**src/rtl/ps2_host_tx.sv**
```systemverilog
// PS/2 host-to-device command transmitter: inhibit, request-to-send, clock out 8 data bits,
// odd parity and stop on device clock edges, read the device ACK, then wait for an idle line.
module ps2_host_tx #(
  parameter int unsigned INHIBIT_CYCLES = 5000,
  parameter int unsigned TIMEOUT_CYCLES = 750000
) (
  input  logic       clk,
  input  logic       clrn,
  input  logic       ps2_clk_in,
  input  logic       ps2_data_in,
  output logic       ps2_clk_oe,
  output logic       ps2_data_oe,
  input  logic [7:0] tx_data,
  input  logic       tx_valid,
  output logic       tx_ready,
  output logic       busy,
  output logic       done,
  output logic       ack_err,
  output logic       timeout
);

  localparam int unsigned CntMax = (INHIBIT_CYCLES > TIMEOUT_CYCLES) ? INHIBIT_CYCLES
                                                                     : TIMEOUT_CYCLES;
  localparam int unsigned CntW   = $clog2(CntMax + 1);

  typedef enum logic [2:0] {
    StIdle, StInhibit, StStart, StShift, StAck, StWaitIdle
  } state_e;

  state_e          r_state, w_state_d;
  logic [CntW-1:0] r_cnt, w_cnt_d;
  logic [3:0]      r_idx, w_idx_d;
  logic [9:0]      r_frame, w_frame_d;
  logic            r_ack_bad, w_ack_bad_d;
  logic [2:0]      r_clk_sync, r_data_sync;
  logic            r_clk_oe, r_data_oe, r_ready, r_busy, r_done, r_ack_err, r_timeout;
  logic            w_clk_oe_d, w_data_oe_d, w_done_d, w_ack_err_d, w_timeout_d;
  logic            w_fe, w_to, w_inh_end, w_line_idle;

  assign w_fe        = r_clk_sync[2] & ~r_clk_sync[1];
  assign w_to        = (r_cnt == CntW'(TIMEOUT_CYCLES - 1));
  assign w_inh_end   = (r_cnt == CntW'(INHIBIT_CYCLES - 1));
  assign w_line_idle = r_clk_sync[2] & r_data_sync[2];

  always_comb begin
    w_state_d   = r_state;
    w_cnt_d     = r_cnt + CntW'(1);
    w_idx_d     = r_idx;
    w_frame_d   = r_frame;
    w_ack_bad_d = r_ack_bad;
    w_clk_oe_d  = 1'b0;
    w_data_oe_d = 1'b0;
    w_done_d    = 1'b0;
    w_ack_err_d = 1'b0;
    w_timeout_d = 1'b0;
    unique case (r_state)
      StIdle: begin
        w_cnt_d = '0;
        if (tx_valid && r_ready) begin
          w_state_d  = StInhibit;
          w_frame_d  = {1'b1, ~^tx_data, tx_data};
          w_clk_oe_d = 1'b1;
        end
      end
      StInhibit: begin
        w_clk_oe_d = 1'b1;
        if (w_inh_end) begin
          w_state_d   = StStart;
          w_data_oe_d = 1'b1;
          w_cnt_d     = '0;
        end
      end
      StStart: begin
        w_state_d   = StShift;
        w_idx_d     = '0;
        w_cnt_d     = '0;
        w_data_oe_d = r_data_oe;
      end
      StShift: begin
        w_data_oe_d = r_data_oe;
        if (w_to) begin
          w_state_d   = StIdle;
          w_data_oe_d = 1'b0;
          w_timeout_d = 1'b1;
        end else if (w_fe) begin
          w_data_oe_d = ~r_frame[r_idx];
          w_idx_d     = r_idx + 4'd1;
          if (r_idx == 4'd9) w_state_d = StAck;
        end
      end
      StAck: begin
        w_data_oe_d = r_data_oe;
        if (w_to) begin
          w_state_d   = StIdle;
          w_data_oe_d = 1'b0;
          w_timeout_d = 1'b1;
        end else if (w_fe) begin
          w_ack_bad_d = r_data_sync[1];
          w_state_d   = StWaitIdle;
        end
      end
      StWaitIdle: begin
        // Completion takes priority over a coincident timeout.
        if (w_line_idle) begin
          w_state_d   = StIdle;
          w_done_d    = 1'b1;
          w_ack_err_d = r_ack_bad;
        end else if (w_to) begin
          w_state_d   = StIdle;
          w_timeout_d = 1'b1;
        end
      end
      default: w_state_d = StIdle;
    endcase
  end

  always_ff @(posedge clk or negedge clrn) begin
    if (!clrn) begin
      r_state     <= StIdle;
      r_cnt       <= '0;
      r_idx       <= '0;
      r_frame     <= '0;
      r_ack_bad   <= 1'b0;
      r_clk_sync  <= 3'b111;
      r_data_sync <= 3'b111;
      r_clk_oe    <= 1'b0;
      r_data_oe   <= 1'b0;
      r_ready     <= 1'b1;
      r_busy      <= 1'b0;
      r_done      <= 1'b0;
      r_ack_err   <= 1'b0;
      r_timeout   <= 1'b0;
    end else begin
      r_state     <= w_state_d;
      r_cnt       <= w_cnt_d;
      r_idx       <= w_idx_d;
      r_frame     <= w_frame_d;
      r_ack_bad   <= w_ack_bad_d;
      r_clk_sync  <= {r_clk_sync[1:0], ps2_clk_in};
      r_data_sync <= {r_data_sync[1:0], ps2_data_in};
      r_clk_oe    <= w_clk_oe_d;
      r_data_oe   <= w_data_oe_d;
      // Ready stays low during the status pulse so it reasserts one cycle later.
      r_ready     <= (w_state_d == StIdle) & ~w_done_d & ~w_timeout_d;
      r_busy      <= (w_state_d != StIdle);
      r_done      <= w_done_d;
      r_ack_err   <= w_ack_err_d;
      r_timeout   <= w_timeout_d;
    end
  end

  assign ps2_clk_oe  = r_clk_oe;
  assign ps2_data_oe = r_data_oe;
  assign tx_ready    = r_ready;
  assign busy        = r_busy;
  assign done        = r_done;
  assign ack_err     = r_ack_err;
  assign timeout     = r_timeout;

endmodule

```
**config.mk**
```make
export PLATFORM = sky130hd
export DESIGN_NAME = ps2_host_tx
export DESIGN_NICKNAME = d
export VERILOG_FILES = /design/src/rtl/ps2_host_tx.sv
export SDC_FILE = /design/constraint.sdc
export NUM_CORES = 1
export LEC_CHECK = 0
export ABC_AREA = 1
export BUFFER_PORTS_ARGS = -buffer_cell sky130_fd_sc_hd__buf_4
export CELL_PAD_IN_SITES_DETAIL_PLACEMENT = 1
export CELL_PAD_IN_SITES_GLOBAL_PLACEMENT = 1
export CORE_MARGIN = 2
export CORE_UTILIZATION = 49
export DETAILED_ROUTE_END_ITERATION = 16
export HOLD_SLACK_MARGIN = 0.06
export PLACE_DENSITY_LB_ADDON = 0.1
export SLEW_MARGIN = 20
export SYNTH_ARGS = -nofsm -noshare
export SYNTH_HDL_FRONTEND = slang
export SYNTH_SLANG_ARGS = --single-unit
```
**constraint.sdc**
```tcl
create_clock -name clk -period 4.5 [get_ports clk]
set_input_delay 0.675 -clock clk [delete_from_list [all_inputs] [get_ports clk]]
set_output_delay 0.675 -clock clk [all_outputs]
set_load 0.01 [all_outputs]
```
## Yosys cells after proc, flatten, opt, wreduce, memory -nomap -nowiden

Index checks and enable logic that the tools add are counted.

| cells by class | value |
|---|---|
| add/subtract/negate cells | 2 |
| order comparisons | 1 |
| equal/unequal tests | 12 |
| muxes and demuxes | 31 |
| bitwise gates (word level) | 10 |
| reductions and logical operators | 12 |

Operators with widths:

| cell | number |
|---|---|
| 20-bit one-hot mux with 2 select lines | 1 |
| 3-bit 2-to-1 mux | 9 |
| 20-bit by 1-bit adder with 20-bit output (second input constant) | 1 |
| 20-bit by 13-bit equality test with 1-bit output (second input constant) | 1 |
| 20-bit equality test (second input constant) | 1 |
| 20-bit 2-to-1 mux | 1 |
| 3-bit one-hot mux with 6 select lines | 1 |
| 1-bit 2-to-1 mux | 12 |
| 3-bit AND reduction | 3 |
| 4-bit 2-to-1 mux | 2 |
| 4-bit one-hot mux with 2 select lines | 1 |
| 8-bit XNOR reduction | 1 |
| 3-bit by 2-bit equality test with 1-bit output (second input constant) | 2 |
| 3-bit equality test (second input constant) | 2 |
| 3-bit logical NOT | 2 |
| 2-bit inequality test (second input constant) | 3 |
| 1-bit NOT | 6 |
| 4-bit by 5-bit less-than comparator with 1-bit output (second input constant) | 1 |
| 4-bit by 1-bit adder with 4-bit output (second input constant) | 1 |
| 1-bit AND | 4 |
| 1-bit binary-select mux with 4-bit select | 1 |
| 4-bit equality test (second input constant) | 1 |
| 1-bit one-hot mux with 2 select lines | 2 |
| 1-bit one-hot mux with 4 select lines | 1 |
| other kinds (7) | 8 |

| word-level totals | value |
|---|---|
| register bits after elaboration | 51 |
| input port bits | 13 |
| output and inout port bits | 7 |
| logic and storage cells | 82 |

## Logic depth before layout (Yosys ltp)

| depth | value |
|---|---|
| word-level depth | 8 |
| gate-level depth with buffers | 11 |
| mapped depth without buffers | 11 |

## Worst setup path after synthesis

OpenSTA, ideal clock, no wires.

| path | value |
|---|---|
| path kind | register to register |
| from | reg r_cnt[0] |
| to | reg r_busy (netlist: busy) |
| library setup time | 124 ps |
| arrival | 1427 ps |
| required time | 4376 ps |
| setup slack | 2948 ps |
| cell stages (with the launch flop) | 10 |
| path buffers | 0 |
| period minus slack after synthesis | 1552 ps |
| path through | dfrtp_1 ha_1 nand2_2 nor2_4 inv_2 nor2_2 nand2_1 nand3_1 nand4_1 or2_1 |

| on the way | value |
|---|---|
| word-level cells in the longest chain between the ends | 5 |
| elaborated cells between the ends (all ways) | 9 |
| those cells by class | eq/ne (2); mux (6); reduce/logical (1) |

RTL lines:

| element | RTL line | text |
|---|---|---|
| start, declared | 31 | `logic [CntW-1:0] r_cnt, w_cnt_d;` |
| start signal, assigned | 135 | `r_cnt <= w_cnt_d;` |
| 20-bit equality test | 41 | `assign w_to = (r_cnt == CntW'(TIMEOUT_CYCLES - 1));` |
| 3-bit 2-to-1 mux | 108 | `end else if (w_to) begin` |
| 3-bit 2-to-1 mux | 104 | `if (w_line_idle) begin` |
| 3-bit one-hot mux with 6 select lines (*) | 56 | `unique case (r_state)` |
| 3-bit nonzero test (*) | 145 | `r_busy <= (w_state_d != StIdle);` |
| end signal, assigned | 145 |  |
| end, declared | 36 | `logic r_clk_oe, r_data_oe, r_ready, r_busy, r_done, r_ack_err, r_timeout;` |

Mark *: on every way between the ends. The rest lies on a longest branch, timed or not.
A chain may end at the register's enable or synchronous reset.

## Worst setup path after layout

| path | value |
|---|---|
| from | reg r_cnt[0] |
| to | reg r_cnt[9] |

| on the way | value |
|---|---|
| word-level cells in the longest chain between the ends | 3 |
| elaborated cells between the ends (all ways) | 4 |
| those cells by class | add/sub (1); eq/ne (1); mux (2) |

RTL lines:

| element | RTL line | text |
|---|---|---|
| 20-bit by 1-bit adder with 20-bit output / 20-bit by 13-bit equality test with 1-bit output (equally long branches) | 47, 42 |  |
| 20-bit 2-to-1 mux | 67 | `if (w_inh_end) begin` |
| 20-bit one-hot mux with 2 select lines (*) | 56 |  |
| via w_cnt_d[9] | 31 |  |

The timed path passes the listed nets; every way through them passes the cells marked *.

==> flow_summary.ini <==
[run_status]
status = complete, no violations

[sta]
finalCritPeriodShare_pct = 43.0
finalHoldViolCount = 0
tightest_slew_ns = 0.712
fin_tns_setup_ns = 0
setup_violations = 0
slew_viol_final = 0
period_needed_ns = 1.94
fmax_ghz = 0.517
slew_headroom_pct = 52.4
skew_ns = 0.00719
rsz0062_at_grt = no

[routing]
drc = 0
wire_per_inst_um = 15.0
viasPerCell = 5.18
antenna_left = 0
drtIter0Drc = 54
num_vias = 2188
wl_mm = 6.31
first_pass_iters = 4

[power_and_ir_drop]
p_seq_share_pct = 60.2
power.internal_uw = 588
sw_frac_of_total_pct = 23.7
power.share.clock_pct = 35.6
total_leakage_power_nw = 1.45
peakVddDrop_uv = 205
power_density_nw_per_um2 = 253
power.switching_uw = 183
combPwrFrac_pct = 4.2

[cells_and_area]
n_antenna_cell = 0
drive_above_1_share_pct = 21.4
final_area_um2 = 3050
fillCellCount = 702
final_nets = 365
area_growth_pct = 10.9

[clock_tree]
clockRootBuffer = clkbuf_8
clock_path_buffers = 2
cts_buffers = 5
cts_num_sinks = 51
ctsResizeCount = 0
cts_tree = yes
cts_setup_buffers = 0
cts.htree.levels = 2
clkTransAtPathRegs_ns = 0.10
cts_hold_buf = 0
clock_latency_ns = 0.31

[place]
port_buffers = 19
gp_congestion = 0.881
placed_area_um2 = 2960
dpl.hpwl_mm = 4.81

[worst_setup_path]
cp_max_fo = 12
crit_path_start_kind = register
arrival_ns = 2.15
worstSetupPathType = register to register
worstPathRequired_ns = 4.71
cp-end-kind = register
ff2ff_path_depth = 11

[floorplanning]
top_level_ports = 20
dieArea_um2 = 6230
row_count = 27
initial_core_util_pct = 50.2
die_y_um = 78.9
core_area_um2 = 5470
die_w_um = 78.9

[yosys]
ys_types = 35
syn_inst = 327
ys.flop_type = dfrtp_1
synth.most_common_cell = nand2_1
syn-num-nets = 343
synth_seq_cells = 51
synth_top_area_share_pct = 40.1
synth_edf_count = 0
synth.largest_area_cell = dfrtp_1
ys_seq_area_share_pct = 46.7
syn_area_um2 = 2750
synth_area_leaders = dfrtp_1 40%, nand2_1 7.6%, dfstp_2 6.7%
syn_area_per_cell_um2 = 8.41
async_reset_ff_share_pct = 100
yosysWarnings = 0
synthTopCellsByCount = 56 x nand2_1, 45 x nor2_1, 44 x dfrtp_1

[grt]
grtUsageTotal_pct = 22.5
antenna_found_initial = 0
grt_max_degree = 52
overflow = 0
grt_pass1_wl_mm = 10.7
grt_pass1_vias = 2279

[min_path]
min_path_type = register to register
whs_path_depth = 0

[flow_run]
cap_viol_max_count = 0
==> state kept, by name, summed over array words and instances, names as in the netlist, 3 cells and up <==
name,cells
r_clk_sync,3
r_cnt,20
r_data_sync,3
r_idx,4
r_frame,10
r_state,3
==> power by group through the flow <==
stage               clock network (mW)  logic, mW  registers, mW
floorplan                            0     0.0114          0.473
global placement                     0     0.0322          0.473
detailed placement                   0     0.0333          0.473
CTS                              0.283     0.0334          0.464
global route                     0.299     0.0364          0.465
finish                           0.275     0.0323          0.464
==> cells by family (layout without fill, tap and decap cells) <==
family                     count (synthesis)  count (layout)  share of synthesized area [%]
AOI/OAI and AO/OA                         40              40                           8.19
xor gates and xnor gates                  12              12                           3.82
adders and majority gates                  3               3                           1.37
buffers and inverters                     51              74                           7.33
DFF                                       51              51                           46.7
muxes                                      7               7                           2.87
and+or+nand+nor                          163             163                           29.7
==> worst paths after layout <==
path	from	to	slack [ns]
min	r_clk_sync[0]	r_clk_sync[1]	0.36
max in group asynchronous	clrn	r_state[0]	3.70
min reg2reg	r_clk_sync[0]	r_clk_sync[1]	0.36
min in group asynchronous	clrn	r_ack_bad	0.37
max reg2reg	r_cnt[0]	r_cnt[9]	2.56
max	r_cnt[0]	r_cnt[9]	2.56
==> worst max-delay path, stage by stage (launching register included) <==
cell and delay, ns:
dfrtp_1 0.44, ha_1 0.23, nand2_2 0.09, inv_1 0.10, nand2_1 0.08, nor2_2 0.14, nand3_2 0.09, nand2_1 0.09
nand2_2 0.14, inv_2 0.26, a21oi_1 0.07, o21a_1 0.10
==> layer usage <==
metal  up-vias  routed length, um  GRT usage [%]
li1       1088                  -              -
met1      1077               2850           28.6
met2        16               3250           39.4
met3         7                117           3.41
met4         0                 85           7.24
met5         -                  0              0
==> placed cells by master, fill, tap and decap left out, types with 6 or more instances in the layout <==
master | synthesis | routed
nor2_1 | 45 | 45
buf_4 | 0 | 19
nand4_1 | 10 | 10
nand3_1 | 18 | 18
inv_1 | 42 | 42
a21oi_1 | 18 | 18
nor2_4 | 6 | 6
mux2_2 | 7 | 7
dfrtp_1 | 44 | 44
dfstp_2 | 7 | 7
nor2_2 | 6 | 6
xnor2_1 | 8 | 8
o21ai_0 | 12 | 12
nand2_1 | 56 | 56
==> cell type report <==
| type | count | area, um2 | share of cell area [%] |
|---|---|---|---|
| flip-flops and latches | 51 | 1280 | 42.1 |
| repair buffers | 19 | 143 | 4.68 |
| clock inverters | 3 | 23.8 | 0.780 |
| inverters | 47 | 176 | 5.79 |
| well taps | 72 | 90.1 | 2.95 |
| clock buffers | 5 | 68.8 | 2.26 |
| multi-input cells | 225 | 1260 | 41.4 |
==> through the flow <==
step | hold slack, ns | worst slack (ns) | power (mW) | cells | util, %
finish | 0.361 | 2.56 | 0.771 | 422 | 55.7
global route | 0.369 | 2.35 | 0.801 | 422 | 55.7
CTS | 0.362 | 2.55 | 0.780 | 422 | 55.7
detailed placement | 0.347 | 2.49 | 0.506 | 414 | 54.0
global placement | 0.345 | 2.54 | 0.505 | 414 | 54.0
floorplan | 0.345 | 2.95 | 0.484 | 327 | -
No activity file was read; power rests on OpenSTA's default activity.
